$ cat src/rtl/mul_div_pkg.sv
// Shared types for the sequential multiply/divide unit.
package mul_div_pkg;

    typedef enum logic [1:0] {
        IDLE = 2'd0,
        RUN  = 2'd1,
        DONE = 2'd2
    } state_t;

    localparam logic OP_MUL = 1'b0;
    localparam logic OP_DIV = 1'b1;

endpackage

$ cat src/rtl/seq_mul_div_div_step.sv
// One restoring-divide iteration: shift in the next dividend bit, trial-subtract the divisor.
module div_step #(
    parameter int WIDTH = 8
) (
    input  logic [WIDTH-1:0] rem,
    input  logic             dividend_bit,
    input  logic [WIDTH-1:0] divisor,
    output logic [WIDTH-1:0] rem_next,
    output logic             q_bit
);

    logic [WIDTH:0] shifted;
    logic [WIDTH:0] diff;

    // rem < divisor on entry, so a restored value always fits back into WIDTH bits.
    always_comb begin
        shifted = {rem, dividend_bit};
        diff    = shifted - {1'b0, divisor};
        q_bit   = ~diff[WIDTH];
        if (q_bit) begin
            rem_next = diff[WIDTH-1:0];
        end else begin
            rem_next = shifted[WIDTH-1:0];
        end
    end

endmodule

$ cat src/rtl/seq_mul_div.sv
// Multi-cycle unsigned multiply (shift-add) / divide (restoring), one bit per clock.
module seq_mul_div
    import mul_div_pkg::*;
#(
    parameter int WIDTH = 8
) (
    input  logic               clk,
    input  logic               rst_n,
    input  logic               in_valid,
    output logic               in_ready,
    input  logic               op,
    input  logic [WIDTH-1:0]   a,
    input  logic [WIDTH-1:0]   b,
    output logic               out_valid,
    input  logic               out_ready,
    output logic [2*WIDTH-1:0] result,
    output logic               div_by_zero,
    output state_t             state_dbg
);

    localparam int CW = $clog2(WIDTH);

    // Handshake: a transfer happens on a rising edge where valid and ready are both 1.
    // in_ready is high only in IDLE; out_valid is high only in DONE and, once raised,
    // result/div_by_zero stay unchanged until the edge where out_ready is seen high.

    state_t             state;
    logic               op_r;
    logic [WIDTH-1:0]   opnd;
    logic [2*WIDTH-1:0] acc;
    logic [CW-1:0]      count;

    logic [WIDTH:0]     mul_sum;
    logic [2*WIDTH-1:0] mul_next;
    logic [2*WIDTH-1:0] div_next;
    logic [2*WIDTH-1:0] step_next;
    logic [WIDTH-1:0]   rem_next;
    logic               q_bit;

    // acc holds {hi, multiplier} for multiply and {remainder, dividend/quotient} for divide.
    div_step #(.WIDTH(WIDTH)) u_div_step (
        .rem          (acc[2*WIDTH-1:WIDTH]),
        .dividend_bit (acc[WIDTH-1]),
        .divisor      (opnd),
        .rem_next     (rem_next),
        .q_bit        (q_bit)
    );

    always_comb begin
        mul_sum   = {1'b0, acc[2*WIDTH-1:WIDTH]} + (acc[0] ? {1'b0, opnd} : {(WIDTH+1){1'b0}});
        mul_next  = {mul_sum, acc[WIDTH-1:1]};
        div_next  = {rem_next, acc[WIDTH-2:0], q_bit};
        step_next = (op_r == OP_DIV) ? div_next : mul_next;
    end

    always_ff @(posedge clk) begin
        if (!rst_n) begin
            state       <= IDLE;
            in_ready    <= 1'b1;
            out_valid   <= 1'b0;
            result      <= '0;
            div_by_zero <= 1'b0;
            op_r        <= OP_MUL;
            opnd        <= '0;
            acc         <= '0;
            count       <= '0;
        end else begin
            case (state)
                IDLE: begin
                    if (in_valid) begin
                        op_r     <= op;
                        opnd     <= (op == OP_DIV) ? b : a;
                        acc      <= {{WIDTH{1'b0}}, ((op == OP_DIV) ? a : b)};
                        count    <= CW'(WIDTH - 1);
                        in_ready <= 1'b0;
                        if (op == OP_DIV && b == '0) begin
                            state       <= DONE;
                            out_valid   <= 1'b1;
                            result      <= {a, {WIDTH{1'b1}}};
                            div_by_zero <= 1'b1;
                        end else begin
                            state <= RUN;
                        end
                    end
                end
                RUN: begin
                    acc <= step_next;
                    if (count == '0) begin
                        state       <= DONE;
                        out_valid   <= 1'b1;
                        result      <= step_next;
                        div_by_zero <= 1'b0;
                    end else begin
                        count <= count - CW'(1);
                    end
                end
                DONE: begin
                    if (out_ready) begin
                        state     <= IDLE;
                        out_valid <= 1'b0;
                        in_ready  <= 1'b1;
                    end
                end
                default: begin
                    state     <= IDLE;
                    out_valid <= 1'b0;
                    in_ready  <= 1'b1;
                end
            endcase
        end
    end

    assign state_dbg = state;

endmodule

$ cat config.mk
export PLATFORM = sky130hd
export DESIGN_NAME = seq_mul_div
export DESIGN_NICKNAME = d
export VERILOG_FILES = /design/src/rtl/mul_div_pkg.sv /design/src/rtl/seq_mul_div_div_step.sv /design/src/rtl/seq_mul_div.sv
export SDC_FILE = /design/constraint.sdc
export NUM_CORES = 1
export LEC_CHECK = 0
export CAP_MARGIN = 15
export CELL_PAD_IN_SITES_DETAIL_PLACEMENT = 1
export CELL_PAD_IN_SITES_GLOBAL_PLACEMENT = 1
export CORE_ASPECT_RATIO = 1.5
export CORE_MARGIN = 4
export CORE_UTILIZATION = 42
export DETAILED_ROUTE_END_ITERATION = 6
export MAX_ROUTING_LAYER = met4
export PLACE_DENSITY_LB_ADDON = 0.1
export SYNTH_ARGS = -nofsm -noshare
export SYNTH_HDL_FRONTEND = slang
export SYNTH_HIERARCHICAL = 1
export SYNTH_SLANG_ARGS = --single-unit
$ cat constraint.sdc
create_clock -name clk -period 3.5 [get_ports clk]
set_clock_uncertainty 0.15 [all_clocks]
set_input_delay 0.525 -clock clk [delete_from_list [all_inputs] [get_ports clk]]
set_output_delay 0.525 -clock clk [all_outputs]
set_load 0.01 [all_outputs]
### Word level (Yosys, flattened, before mapping)

Cells that the tools add are included.

* bits in registers: 49
* input bits: 21
* word-level logic and storage cells: 62

* add/subtract/negate cells: 3
* eq/ne operators: 7
* multiplexer cells: 29
* bitwise gates (word level): 2
* reduce and logical (&&, ||, !) cells: 12

Operators with widths (count)
* 2-to-1 mux 16 bit: 5
* one-hot mux 16 bit (2 select lines): 2
* 2-to-1 mux 8 bit: 4
* != test 2 bit, second input constant: 5
* adder 8 x 8 -> 9 bit: 1
* AND reduction 3 bit: 3
* subtractor 9 x 8 -> 9 bit: 1
* logical NOT 8 bit: 1
* 2-to-1 mux 2 bit: 4
* AND reduction 4 bit: 2
* 2-to-1 mux 1 bit: 7
* 2-to-1 mux 3 bit: 2
* one-hot mux 1 bit (3 select lines): 2
* one-hot mux 2 bit (3 select lines): 1
* one-hot mux 3 bit (2 select lines): 1
* AND reduction 2 bit: 2
* logical NOT 3 bit: 1
* subtractor 3 x 1 -> 3 bit, second input constant: 1
* equality test 2 x 1 -> 1 bit, second input constant: 1
* equality test 2 bit, second input constant: 1
* logical NOT 2 bit: 1
* NOT 1 bit: 2
* one-hot mux 1 bit (2 select lines): 1
* nonzero test 2 bit: 1
* logical AND 1 bit: 1

### Longest topological paths before layout

* word-level depth: 5
* mapped depth: 13
* depth with buffers taken out: 13

### Cells and area by module

The synthesis kept the hierarchy.

By module, submodules not included
* seq_mul_div: instances 1, cells each 317, area an instance 2747.6 um2, seq. area each 980.9 um2
* div_step: instances 1, cells each 58, area an instance 485.5 um2, seq. area each 0.0 um2

### Worst setup path after synthesis

No wires, ideal clock.

* path type: register -> register
* from: register acc[7]
* to: register result[9]
* data arrival time: 2.549 ns
* data required time: 3.231 ns
* setup slack: 0.681 ns
* cell stages (with the launch flop): 14
* cell sequence: dfxtp_1 -> inv_1 -> ha_1 -> inv_1 -> fa_1 -> a21o_1 -> a21oi_2 -> o31ai_4 -> xor2_4 -> mux2_2 -> o21ai_0 -> a21oi_1 -> a32oi_1 -> nand2_1

* cells in the longest elaborated chain, start to end: 5

RTL lines
* start: declaration: RTL line seq_mul_div.sv:30 `logic [2*WIDTH-1:0] acc;`
* start signal: assignment: RTL line seq_mul_div.sv:73 `acc <= {{WIDTH{1'b0}}, ((op == OP_DIV) ? a : b)};`
* start signal: assignment: RTL line seq_mul_div.sv:87 `acc <= step_next;`
* subtractor 9 x 8 -> 9 bit: RTL line seq_mul_div_div_step.sv:18 `diff = shifted - {1'b0, divisor};`
* 2-to-1 mux 8 bit: RTL line seq_mul_div_div_step.sv:20 `if (q_bit) begin`
* via rem_next[1]: RTL line seq_mul_div.sv:37 `logic [WIDTH-1:0] rem_next;`
* 2-to-1 mux 16 bit: RTL line seq_mul_div.sv:53 `step_next = (op_r == OP_DIV) ? div_next : mul_next;`
* 2-to-1 mux 16 bit: RTL line seq_mul_div.sv:88 `if (count == '0) begin`
* one-hot mux 16 bit (2 select lines): RTL line seq_mul_div.sv:68 `case (state)`
* end signal: assignment: RTL line seq_mul_div.sv:79 `result <= {a, {WIDTH{1'b1}}};`
* end signal: assignment: RTL line seq_mul_div.sv:91 `result <= step_next;`
* end: declaration: RTL line seq_mul_div.sv:16 `output logic [2*WIDTH-1:0] result,`

The timed path passes the listed nets, and every way through them passes these cells. The select of a mux whose other input is x is not followed.
A chain may end at the register's enable or synchronous reset.

### Worst setup path in the final report

* from: register acc[7]
* to: register result[12]

Same word-level chain as after synthesis.

==> impl_metrics.tcl <==
set metrics [dict create \
    status "completed" \
    ff2ff_setup_slack_ns 0.34 \
    drt-met1-wl_mm 4.122 \
    drtPass1Iterations 4 \
    drv_cap 0 \
    required_ns 3.55 \
    synth_cell_types 64 \
    dpl-instance-area_um2 3721 \
    vias 2934 \
    critPathLaunch "acc[7]" \
    die-area_um2 9194 \
    rr_startpoint "acc[7]" \
    synthArstFlopShare 0 \
    p_leak_nw 1.470 \
    die_x_um 79.64 \
    io_buffer_count 41 \
    worst-r2r-cell-count 12 \
    drcViolationCount 0 \
    cts_hold_buf 0 \
    track_usage 0.2386 \
    ys_top_cells_by_area "dfxtp_1 (30%), mux2i_1 (8.0%), ha_1 (7.0%)" \
    numCtsBuffers 5 \
    diodes 0 \
    coreArea_um2 7370 \
    final_cell_mix "dfxtp_1 (49), clkdlybuf4s50_1 (41), nor2_1 (35)" \
    clk_latency_ns 0.31 \
    fin_area_um2 3837 \
    path_max_fanout 9 \
    period_share 0.9031 \
    viasPerCell 5.742 \
    globalplace.congestion 0.8791 \
    worst_slack_ns 0.3391 \
    top_layer_used "met4" \
    postRouteAntennaNets 0 \
    peakVddDrop_mv 0.3633 \
    tightest_slew_ns 0.8484 \
    critPathCapture "result[12]" \
    utilization 0.5207 \
    cts_sinks 49 \
    synth_seq_area_share 0.3034 \
    fin_setup_tns_ns 0 \
    hp-class "flop to flop" \
    yosysTopAreaCellShare 0.3034 \
    first_global_vias 3155 \
    powerDensity_nw_per_um2 438.2 \
    final_common_cell "dfxtp_1" \
    htree_levels 2 \
    nNetsFinal 451 \
    final_cell_count_no_fill 511 \
    hold_viol 0 \
    crit_type "flop to flop" \
    postSynthCellCount 375 \
    antenna_found_initial 0 \
    grt_max_degree 39 \
    synthesis.nets 416 \
    grt_overflow 0 \
    clk_path_buf_depth 2 \
    avgSynthCellArea_um2 8.622 \
    dr_wl_met2_mm 5.111 \
    arrival_ns 3.21 \
    placed_cells 503 \
    wl_mm 9.863 \
    syn_to_final_growth_pct 18.69 \
    postCtsResizedCells 0 \
    worst_setup_path_end_kind "flop" \
    r2r_end "result[12]" \
    start_util 0.4387 \
    setup_viol 0 \
    max_freq_mhz 316.4 \
    max_slew_margin 0.4337 \
    dp_hpwl_mm 7.580 \
    synth_top_area_cell "dfxtp_1" \
    worstHoldPathCells 1 \
    start_kind "flop" \
    cts_root_buf "clkbuf_8" \
    min_period_ns 3.161 \
    yosysWarnings 6 \
    ys_seq_elements 49 \
    rsz0062_at_grt "no" \
    cts_tree "yes" \
    wl_per_cell_um 19.30 \
    fp-row-count 38 \
    die_h_um 115.5 \
    route.met3.wl_um 251 \
    path_clk_slew_ns 0.09 \
    post_cts_buffers 0 \
    fillers 874 \
    pre_cts_slack_ns 0.3405 \
    synth_area_um2 3233 \
    total_power_mw 1.682 \
    final_layout_size_suffix_gt1_frac 0.09732 \
    whs_ns 0.3303 \
    ys.flop_type "dfxtp_1" \
    drtIter0Drc 94 \
    synth-edff-count 0 \
    grt_pass1_wl_mm 16.41 \
    io_pins 42 \
    slew_viol_final 0 \
]
## worst max-delay path: stages, from the launching register on
cell	delay [ns]
dfxtp_1	0.33
inv_1	0.07
ha_1	0.17
inv_1	0.07
fa_1	0.46
a21o_1	0.19
a21oi_2	0.25
o31ai_4	0.13
xor2_4	0.36
mux2_2	0.38
a21oi_1	0.16
a2bb2oi_1	0.23
o21ai_0	0.11
## worst min-delay path by stage
| stage | from | end | slack, ns |
|---|---|---|---|
| global route | result[8] | result[8] | 0.35 |
| floorplan | count[0] | count[0] | 0.29 |
| finish | count[0] | count[0] | 0.33 |
| detailed placement | result[8] | result[8] | 0.32 |
| CTS | count[0] | count[0] | 0.33 |
| global placement | result[8] | result[8] | 0.30 |
## cells by family (layout without fill, tap and decap cells)
family	after synthesis	after routing	share of synthesized area
compound gates	117	117	0.2663
simple gates	109	109	0.1595
flops	49	49	0.3034
buf+inv	40	76	0.05843
mux	34	34	0.1084
fa+ha+maj	20	20	0.08205
xor+xnor	6	6	0.02206
## power by group
part / switching [mW] / total, mW / internal [mW]
logic: 0.320 / 0.578 / 0.258
registers: 0.0635 / 0.677 / 0.614
clock network: 0.193 / 0.426 / 0.233
## registers in the layout, summed over array words and instances, names as in the netlist
register and flops:
acc 16, result 16, opnd 8, count 3, state_dbg 2, div_by_zero 1, in_ready 1, op_r 1
out_valid 1
## final cells by class
cell class | count | area, µm² | area share
repair buffers | 51 | 485.5 | 0.1265
clock buffers | 7 | 86.33 | 0.02250
well taps | 100 | 125.1 | 0.03261
inverters | 17 | 63.81 | 0.01663
flip-flops and latches | 49 | 980.9 | 0.2556
clock inverters | 1 | 30.03 | 0.007825
multi-input cells | 286 | 2066 | 0.5383
## Yosys cell counts (all sizes together) (5+ instances only)
cell type   n
dfxtp      49
nor2       36
a21oi      32
nand2      30
mux2i      26
ha         18
inv        17
o21ai      16
a211oi     15
clkbuf     12
buf        11
nand2b     11
a311oi      9
o211ai      9
and2        8
mux2        8
a32oi       6
a31oi       5
nand3       5
nor3        5
## metal layers
layer / GRT usage / vias up
li1: - / 1441
met1: 0.2722 / 1405
met2: 0.4149 / 62
met3: 0.02644 / 26
met4: 0.1089 / 0
met5: - / -
Power figures use the tool's default switching activity.
